==> src/rtl/serial_sub_pkg.sv <==
// serial_sub_pkg: shared types and constants for the bit-serial subtractor.
package serial_sub_pkg;

    typedef enum logic [1:0] {
        IDLE = 2'd0,
        RUN  = 2'd1,
        DONE = 2'd2
    } state_t;

    localparam int DEF_WIDTH = 4;

    // Most-negative two's-complement value of width w (MSB set, rest clear).
    function automatic logic [63:0] sat_neg(int w);
        return 64'(1) << (w - 1);
    endfunction

    // Most-positive two's-complement value of width w (MSB clear, rest set).
    function automatic logic [63:0] sat_pos(int w);
        return (64'(1) << (w - 1)) - 64'(1);
    endfunction

endpackage

==> src/rtl/sub_bit_cell.sv <==
// sub_bit_cell: combinational one-bit full subtractor (a - b - br_in).
module sub_bit_cell (
    input  logic a,
    input  logic b,
    input  logic br_in,
    output logic d,
    output logic br_out
);
    assign d      = a ^ b ^ br_in;
    assign br_out = (~a & b) | (~(a ^ b) & br_in);
endmodule

==> src/rtl/serial_sub.sv <==
// serial_sub: bit-serial two's-complement subtractor, o_diff = i_a - i_b,
// one bit per clock, LSB first, with unsigned borrow and signed overflow.
// Build option SERIAL_SUB_SAT_EN: saturate o_diff on signed overflow.
module serial_sub
    import serial_sub_pkg::*;
#(
    parameter int WIDTH = DEF_WIDTH
) (
    input  logic             i_clk,
    input  logic             i_rst_n,
    input  logic             i_start,
    input  logic [WIDTH-1:0] i_a,
    input  logic [WIDTH-1:0] i_b,
    output logic             o_busy,
    output logic             o_valid,
    output logic [WIDTH-1:0] o_diff,
    output logic             o_borrow,
    output logic             o_over
);
    localparam int            CW   = $clog2(WIDTH + 1);
    localparam logic [CW-1:0] LAST = CW'(WIDTH - 1);

    state_t           state;
    state_t           state_nxt;
    logic [WIDTH-1:0] a_sh;
    logic [WIDTH-1:0] b_sh;
    logic [WIDTH-2:0] rs;      // lower result bits, filled from the MSB side
    logic             br;
    logic [CW-1:0]    cnt;
    logic             a_msb;
    logic             b_msb;
    logic             d;
    logic             br_out;
    logic [WIDTH-1:0] raw;
    logic [WIDTH-1:0] fin;
    logic             ovf;

    sub_bit_cell u_cell (
        .a      (a_sh[0]),
        .b      (b_sh[0]),
        .br_in  (br),
        .d      (d),
        .br_out (br_out)
    );

    // On the last RUN edge the fresh bit d is the result MSB.
    assign raw = {d, rs};
    assign ovf = (a_msb != b_msb) && (d != a_msb);

`ifdef SERIAL_SUB_SAT_EN
    localparam logic [WIDTH-1:0] SAT_NEG = WIDTH'(sat_neg(WIDTH));
    localparam logic [WIDTH-1:0] SAT_POS = WIDTH'(sat_pos(WIDTH));
    assign fin = ovf ? (a_msb ? SAT_NEG : SAT_POS) : raw;
`else
    assign fin = raw;
`endif

    // State register; reset aborts any run immediately.
    always_ff @(posedge i_clk or negedge i_rst_n) begin
        if (!i_rst_n) state <= IDLE;
        else          state <= state_nxt;
    end

    // Next-state decode and status outputs.
    always_comb begin
        state_nxt = state;
        o_busy    = 1'b0;
        o_valid   = 1'b0;
        case (state)
            IDLE: if (i_start) state_nxt = RUN;
            RUN: begin
                o_busy = 1'b1;
                if (cnt == LAST) state_nxt = DONE;
            end
            DONE: begin
                o_busy    = 1'b1;
                o_valid   = 1'b1;
                state_nxt = IDLE;
            end
            default: state_nxt = IDLE;
        endcase
    end

    // Operand capture, serial subtract step and result registration.
    always_ff @(posedge i_clk or negedge i_rst_n) begin
        if (!i_rst_n) begin
            a_sh     <= '0;
            b_sh     <= '0;
            rs       <= '0;
            br       <= 1'b0;
            cnt      <= '0;
            a_msb    <= 1'b0;
            b_msb    <= 1'b0;
            o_diff   <= '0;
            o_borrow <= 1'b0;
            o_over   <= 1'b0;
        end else begin
            case (state)
                IDLE: begin
                    if (i_start) begin
                        a_sh  <= i_a;
                        b_sh  <= i_b;
                        a_msb <= i_a[WIDTH-1];
                        b_msb <= i_b[WIDTH-1];
                        rs    <= '0;
                        br    <= 1'b0;
                        cnt   <= '0;
                    end
                end
                RUN: begin
                    a_sh <= a_sh >> 1;
                    b_sh <= b_sh >> 1;
                    rs   <= (WIDTH-1)'({d, rs} >> 1);
                    br   <= br_out;
                    cnt  <= cnt + 1'b1;
                    if (cnt == LAST) begin
                        o_diff   <= fin;
                        o_borrow <= br_out;
                        o_over   <= ovf;
                    end
                end
                default: ;
            endcase
        end
    end

endmodule

==> config.mk <==
export PLATFORM = sky130hd
export DESIGN_NAME = serial_sub
export DESIGN_NICKNAME = d
export VERILOG_FILES = /design/src/rtl/serial_sub_pkg.sv /design/src/rtl/sub_bit_cell.sv /design/src/rtl/serial_sub.sv
export SDC_FILE = /design/constraint.sdc
export NUM_CORES = 1
export LEC_CHECK = 0
export CAP_MARGIN = 5
export CORE_MARGIN = 1.5
export CORE_UTILIZATION = 55
export CTS_CLUSTER_SIZE = 24
export DETAILED_ROUTE_END_ITERATION = 10
export GPL_ROUTABILITY_DRIVEN = 0
export GPL_TIMING_DRIVEN = 0
export PLACE_DENSITY = 0.81
export SYNTH_ARGS = -nofsm -noshare
export SYNTH_HDL_FRONTEND = slang
export SYNTH_SLANG_ARGS = --single-unit
==> constraint.sdc <==
create_clock -name i_clk -period 2.1 [get_ports i_clk]
set_input_delay 0.315 -clock i_clk [delete_from_list [all_inputs] [get_ports i_clk]]
set_output_delay 0.315 -clock i_clk [all_outputs]
set_load 0.005 [all_outputs]
Yosys cells after proc, flatten, opt, wreduce, memory -nomap -nowiden
Cells that the tools add are included.
{"block": "op_classes", "n_eq_ne": 7, "n_reduce_logical": 8, "muxes": 14, "n_addsub": 1, "n_bitwise": 7}
{"operator": "one-hot mux 4 bit (2 select lines)", "n": 2}
{"operator": "one-hot mux 3 bit (2 select lines)", "n": 2}
{"operator": "2-to-1 mux 4 bit", "n": 2}
{"operator": "AND reduction 2 bit", "n": 4}
{"operator": "2-to-1 mux 2 bit", "n": 2}
{"operator": "inequality test 2 bit, second input constant", "n": 2}
{"operator": "one-hot mux 2 bit (2 select lines)", "n": 1}
{"operator": "adder 3 x 1 -> 3 bit, second input constant", "n": 1}
{"operator": "== test 3 x 2 -> 1 bit, second input constant", "n": 1}
{"operator": "2-to-1 mux 1 bit", "n": 3}
{"operator": "2-to-1 mux 3 bit", "n": 1}
{"operator": "bitwise AND 1 bit", "n": 2}
{"operator": "== test 2 x 1 -> 1 bit, second input constant", "n": 1}
{"operator": "== test 2 bit, second input constant", "n": 1}
{"operator": "zero test 2 bit", "n": 1}
{"operator": "inequality test 1 bit", "n": 2}
{"operator": "inverter 1 bit", "n": 2}
{"operator": "one-hot mux 1 bit (2 select lines)", "n": 1}
{"operator": "nonzero test 2 bit", "n": 1}
{"operator": "OR reduction 2 bit", "n": 1}
{"operator": "XOR 1 bit", "n": 2}
{"operator": "logical AND 1 bit", "n": 1}
{"operator": "bitwise OR 1 bit", "n": 1}
{"block": "totals", "reg_bits": 25, "input_bits": 11, "out_inout_bits": 8, "wordCells": 48}

Depth between registers and ports, before layout
{"block": "depth", "word_depth": 5, "ltp_mapped": 7, "depth_no_buf": 5}

Modules after synthesis
Synthesis repeated with hierarchy kept, for this count alone.
{"block": "hier_totals", "cells_unflattened": 110, "hier_area_um2": 1222.4}
{"mod": "serial_sub", "instances": 1, "seq_area_each_um2": 625.6, "cells_per_inst": 106, "area_per_inst_um2": 1191.1}
{"mod": "sub_bit_cell", "instances": 1, "seq_area_each_um2": 0.0, "cells_per_inst": 4, "area_per_inst_um2": 31.3}

Least setup slack after synthesis
OpenSTA, ideal clock, no wires.
{"block": "synth_timing", "path_type": "flip-flop to flip-flop", "startpoint": "register state[0]", "endpoint": "register a_sh[0]", "t_required_ns": 1.974, "arrival_ns": 1.317, "setup_ns": 0.126, "path_stages_with_launch": 7, "slack_ns": 0.657, "synth_period_minus_slack_ns": 1.443, "path_buffers": 2, "cell_sequence": "dfrtp_1 > inv_1 > ha_1 > buf_6 > nor2b_1 > buf_2 > a221o_1"}
{"block": "synth_between", "elab_chain_len": 3, "elab_cells_between_ends": 6, "classes_between": "2 x eq/ne; 1 x mux; 3 x reduce/logical"}
{"element": "from (decl)", "line_no": "serial_sub.sv:23", "rtl": "state_t state;"}
{"element": "from (signal assigned)", "line_no": "serial_sub.sv:61", "rtl": "else state <= state_nxt;"}
{"element": "== test 2 x 1 -> 1 bit / zero test 2 bit (equally long branches)", "line_no": "serial_sub.sv:98", "rtl": "case (state)"}
{"element": "nonzero test 2 bit (no source line) / inequality test 2 bit (equally long branches)"}
{"element": "AND reduction 2 bit (no source line)"}
{"element": "to (signal assigned)", "line_no": "serial_sub.sv:101", "rtl": "a_sh <= i_a;"}
{"element": "to (signal assigned)", "line_no": "serial_sub.sv:111", "rtl": "a_sh <= a_sh >> 1;"}
{"element": "to (decl)", "line_no": "serial_sub.sv:25", "rtl": "logic [WIDTH-1:0] a_sh;"}
Parallel ways exist; a longest one is shown, timed or not.
A chain may end at the register's enable or synchronous reset.

Final worst setup path
{"block": "layout_timing", "startpoint": "register state[1]", "endpoint": "output o_busy"}
{"block": "layout_between", "elab_chain_len": 3, "elab_cells_between_ends": 4, "classes_between": "2 x eq/ne; 1 x mux; 1 x reduce/logical"}
{"element": "== test 2 x 1 -> 1 bit / == test 2 bit (equally long branches)", "line_no": "serial_sub.sv:69", "rtl": "case (state)"}
{"element": "OR reduction 2 bit (no source line) *"}
{"element": "2-to-1 mux 1 bit *", "line_no": "serial_sub.sv:69"}
{"element": "to (decl)", "line_no": "serial_sub.sv:14", "rtl": "output logic o_busy,"}
Every way passes the cells marked *; elsewhere a longest branch is shown, timed or not.

==> results.md <==
* Overall die width at between 40 and 50 um
* Avg Cell Area, Syn at between 10 and 15 um^2
* Status: completed
* Max-slew violation count at 0
* Final wirelength at around 2.4 mm
* Max Clock Freq at 539.6 MHz
* Crit path launch type: flop
* Synth-to-Final Area Change at 20.25%
* Commonest non-fill, non-tap cell in the layout: dfrtp_1
* Core ar. at ~2000 um^2
* Root Buffer: clkbuf_4
* Pleak at 0.6723 nW
* PD cells at between 1000 and 1500 nW/um^2
* Final setup viols at 0
* Sum Neg Setup Slack at 0 ps
* Post-synth cell types at 23
* Mean routed wirelength per cell at approximately 15 um
* Met3 Use GR at 0.02727
* Most frequent cells in the layout: dfrtp_1, clkdlybuf4s50_1, a21oi_1
* Final net count at roughly 150
* # H-tree levels at 1
* Ant diodes at 0
* Inserted Clock Buffers at 3
* Register bit count reported by yosys at 25
* Met2 Use GR at 0.3756
* Total gr overflow at 0
* Detail Placement HPWL at 1.786 mm
* CP max stage cell: clkdlybuf4s50_1
* Chip height at between 40 and 50 um
* CTS Sinks at 25
* Crit path largest cell delay at between 400 and 500 ps
* Relative slew margins at 0.2606
* CTS clk-pin slew, worst paths at approximately 140 ps
* Critical path class: flop to output port
* Antenna violations before repair at 0
* Fin crit period at about 1900 ps
* Busiest grt layer: met2
* Fin crit share at 0.8825
* I/O Buffers at 18
* Cts repair resizes at 0
* Clock latency on the worst-skew pair at around 320 ps
* Worst EP required at between 1500 and 2000 ps
* Min Hold Slack at 511.8 ps
* Total power at around 0.0021 W
* Largest net degree at the start of global routing at 26
* Slew @ Worst Pin at between 1000 and 1500 ps
* Yosys warnings at 0
* Die area at between 2000 and 2500 um^2
* Vias in the first global route at between 900 and 1000
* Max_cap viols at 0
* Worst hold path type: flop to flop
* Met1 GRT Util at 0.2791
* Cts hold-fix bufs at 0
* DR pass1 iterations at 4
* Antenna Nets Post-Route at 0
* Worst path cell trace: inv_1 -> ha_1 -> clkdlybuf4s50_1
* Final hold violations at 0
* Worst EP arrival at roughly 1500 ps
* Initial DRC Count at 17
* Post-synthesis instance total at about 110
* RSZ-0062 raised after global routing: no
* Worst-path maximum fanout at 3
* Syn Nets at around 130
* VDD IR max at between 0.0009 and 0.001 V
* First-pass GRT wire length at between 4 and 5 mm
* DR vias/cell at around 5.7
* Num ports at 19
* Initial Util at 0.5959
* Seq/Total Area, Yosys at 0.5192
* Rows at 16
* Share of cells above drive strength 1 at 0.1128
* Post-CTS setup buffers at 0
* Via count at approximately 900
* Max Root-Sink Buffers at 2
* CTS tree: yes
* GR Util All Layers at 0.2240
* Clock Skew at ~5.8 ps
* Drt drc at 0
* Cell Area, Synth at 1205 um^2
* Crit path capture type: output port
* Layout Utilization at 0.7166
per-stage QoR:
stage / std cells / instance area (um^2) / setup slack (ps)
floorplan: 111 / 1205 / 656.5
global placement: 156 / 1419 / 457.5
detailed placement: 156 / 1419 / 424.1
CTS: 160 / 1449 / 235.8
global route: 160 / 1449 / 152.7
finish: 160 / 1449 / 246.8
cells in the mapped netlist:
master,number,area (um^2)
a21oi_1,12,60.06
nand2b_1,7,43.79
inv_1,6,22.52
clkbuf_1,1,3.750
dfrtp_1,25,625.6
a221o_1,6,60.06
a22o_1,4,35.03
ha_1,5,62.56
nor2_1,3,11.26
nor2b_1,1,6.260
mux2i_1,1,10.01
and3b_1,1,8.760
buf_2,3,15.01
o21ai_0,7,35.03
mux2_2,4,45.04
a21o_1,2,15.01
buf_6,2,22.52
nand2b_4,1,13.76
nand3_1,6,30.03
and3_1,2,12.51
and2_4,1,8.760
nand2_1,10,37.54
fa_1,1,20.02
per-layer routing:
layer	vias to the layer above	part of all wire	wire length [um]
li1	436	-	-
met1	447	0.44	1060
met2	20	0.50	1191
met3	4	0.033	80
met4	0	0.023	56
met5	-	0	0
state kept, by name, summed over array words and instances (netlist names):
| name | count |
|---|---|
| cnt | 3 |
| b_sh | 4 |
| br | 1 |
| rs | 3 |
| state | 2 |
| o_borrow | 1 |
| o_diff | 4 |
| b_msb | 1 |
| o_over | 1 |
| a_msb | 1 |
| a_sh | 4 |
final cells by class:
cell class	count	area, um^2
Clock buffer	3	22.52
Buffer	6	41.29
Multi-Input combinational cell	74	515.5
Clock inverter	1	7.507
Fill cell	158	573.1
Timing Repair Buffer	18	180.2
Inverter	6	22.52
Sequential cell	25	625.6
Tap cell	27	33.78
cells by family after synthesis:
family	after synthesis	synth area share
adder cells (fa/ha/maj)	6	0.06854
flip-flops	25	0.5192
AND/OR/NAND/NOR	32	0.1433
multiplexers	5	0.04569
AO/OA/AOI/OAI	31	0.1703
buffers and inverters	12	0.05295
final timing paths:
| check | cells past startpoint | slack [ps] | end | start |
|---|---|---|---|---|
| setup reg to reg | 6 | 410 | cnt[0]$_DFFE_PN0P_ | state[0]$_DFFE_PN0P_ |
| min in group asynchronous | 1 | 570 | rs[1]$_DFFE_PN0P_ | i_rst_n |
| setup / recovery | 3 | 250 | o_busy | state[1]$_DFFE_PN0P_ |
| hold reg to reg | 2 | 510 | o_borrow$_DFFE_PN0P_ | o_borrow$_DFFE_PN0P_ |
| max in group asynchronous | 1 | 870 | state[0]$_DFFE_PN0P_ | i_rst_n |
| hold / removal | 2 | 510 | o_borrow$_DFFE_PN0P_ | o_borrow$_DFFE_PN0P_ |
worst max-delay path: cells and delay by family, from the launching register on:
family / cells / cell delay, ps
buffers and inverters: 2 / 560
DFF: 1 / 400
adders and majority gates: 1 / 260
power breakdown:
| part | leakage [nW] | switching [W] | internal, W | total, W |
|---|---|---|---|---|
| registers | 0.326 | 0.000137 | 0.000678 | 0.000815 |
| clock network | 0.0139 | 0.000148 | 0.0000729 | 0.000221 |
| logic | 0.332 | 0.000522 | 0.000548 | 0.00107 |
| total | 0.672 | 0.000808 | 0.00130 | 0.00211 |
Power figures use the tool's default switching activity.
==> variant: new RTL, config.mk and constraints unchanged <==
Re-encode `state_t` (3 states) as one-hot, 3 bits wide.
--- a/src/rtl/serial_sub_pkg.sv
+++ b/src/rtl/serial_sub_pkg.sv
@@ -1,10 +1,10 @@
 // serial_sub_pkg: shared types and constants for the bit-serial subtractor.
 package serial_sub_pkg;
 
-    typedef enum logic [1:0] {
-        IDLE = 2'd0,
-        RUN  = 2'd1,
-        DONE = 2'd2
+    typedef enum logic [2:0] {
+        IDLE = 3'b001,
+        RUN  = 3'b010,
+        DONE = 3'b100
     } state_t;
 
     localparam int DEF_WIDTH = 4;
Behaviour: no difference found for any inputs over 10 cycles, from zero or initial values and one cycle with i_rst_n low; not proved beyond that.
==> variant against the original RTL <==
  * Power down 16%
  * Worst hold slack worse by 0.012 ns
  * Setup slack worse by 0.092 ns
  * Cell area up 1.2%
  * Critical path depth unchanged
  * Routed wire length down 9.7%
  * Cell count down 8.8%
  * Sequential cell count up 1
  * Area after synthesis down 2.0%
==> variant: results <==
drt:
  drt-pass1-iter-count: 4
  ant_nets: 0
  first_iter_violations: 10
  via_count: 790
  wl_microns: 2160
synth:
  synth_cells: 93
  syn_nets: 107
  seq_area_frac_synth: 0.552
  synth_commonest_cells: "dfrtp_1, nand2_1, nor2_1, nor3_1, o22ai_2"
  async_flop_share: 1.00
  ys_top_cells_by_area: "dfrtp_1, o22ai_2, mux2_2"
  ys_warn_count: 0
  ys_types: 28
clock_tree:
  clk_pin_slew_ns: 0.14
  cts_root_buf: "clkbuf_4"
  numCtsBuffers: 3
  cts_max_path_buffers: 2
  htreeDepth: 1
  clock_latency_ns: 0.33
grt:
  grt_usage: 0.212
  grt_pass1_wl_microns: 3770
  antenna_found_initial: 0
  grt.overflow.total: 0
  grt_pass1_vias: 817
  grt_max_degree: 27
worst_setup_path:
  rr_worst_depth: 5
  cp_max_fo: 3
  cpPeakStageDelay_ns: 0.52
  cp.arrival_ns: 1.63
  slowest_stage: "clkdlybuf4s50_1"
final_layout:
  top_regs: "a_sh x4, b_sh x4, o_diff x4"
  drive_above_1_share: 0.244
  instances_no_fill: 146
  antennaDiodeCount: 0
  final_nets: 134
hold_path:
  hold_path_depth: 1
  hold_class: "register to register"
power_and_ir_drop:
  leakage_uw: 0.000659
  p_int_uw: 1160
  peakVddDrop_mv: 0.753
timing:
  maxSlewViolCount: 0
  slew_headroom: 0.252
  clock-skew-final_ns: 0.00913
place:
  dpl-instance-area_sq_um: 1400
  detailedPlacementHpwl_microns: 1460
  port_buffers: 18
  dp.cells: 138
status:
  status: "finished, final reports clean"
variant: cell types whose count changed in the layout (fill, tap and decap cells not counted), moves of 3 or more:
| cell | change |
|---|---|
| nand2b_1 | -7 |
| buf_4 | +5 |
| ha_1 | -3 |
| a221o_1 | -6 |
| o21ai_0 | -3 |
| o22ai_2 | +5 |
| nor3_1 | +5 |
| a21oi_1 | -8 |
| nand3_1 | -5 |
variant: cell families (layout without fill, tap and decap cells):
family                     count (synthesis)  in the layout  synth area share
and+or+nand+nor                           31             31             0.183
DFF                                       26             26             0.552
AOI/OAI and AO/OA                         20             20             0.137
buffers and inverters                      9             35            0.0519
muxes                                      4              4            0.0381
adders and majority gates                  3              3            0.0381
variant: worst paths after layout:
kind,start,endpoint,slack [ns]
max,state[1],o_valid,0.16
min reg2reg,br,br,0.50
min,br,br,0.50
min in group asynchronous,i_rst_n,b_sh[1],0.57
max reg2reg,cnt[0],o_diff[2],0.56
max in group asynchronous,i_rst_n,state[2],0.79
variant: through the flow:
step	setup slack (ns)	hold slack, ns
finish	0.155	0.500
global route	0.0660	0.517
CTS	0.0784	0.509
detailed placement	0.254	0.480
global placement	0.294	0.467
floorplan	0.684	0.0194
variant: timing repair:
| item | in CTS | in global routing |
|---|---|---|
| endpoints found under the hold margin | 0 | 0 |
| buffers inserted | 4 | 0 |
| gates resized for setup | 2 | 1 |
| hold buffers | 0 | 0 |
| setup endpoints to repair | 1 | 1 |
variant: critical path, delay by kind of cell (launching register included):
family / cells / cell delay [ns]
buf+inv: 2 / 0.67
flops: 1 / 0.43
simple gates: 1 / 0.20
variant: layout make-up:
cell class                 instances  area (sq um)
buffer                             5          46.3
clock buffer                       4          36.3
fill                             140           536
inverter                           4          15.0
multi-input combinational         58           473
sequential                        26           653
tap                               27          33.8
timing repair buffer              22           209
variant: layer usage:
layer,routed length (microns),GRT usage
met5,0,0
met4,55,0.119
met3,60,0.0399
met2,999,0.324
met1,1040,0.284
variant: power by group through the flow:
stage	Sequential, uW	Combinational, uW	Clock (uW)
floorplan	793	489	0
global placement	811	646	0
detailed placement	823	666	0
CTS	798	716	259
global route	829	788	275
finish	803	710	250
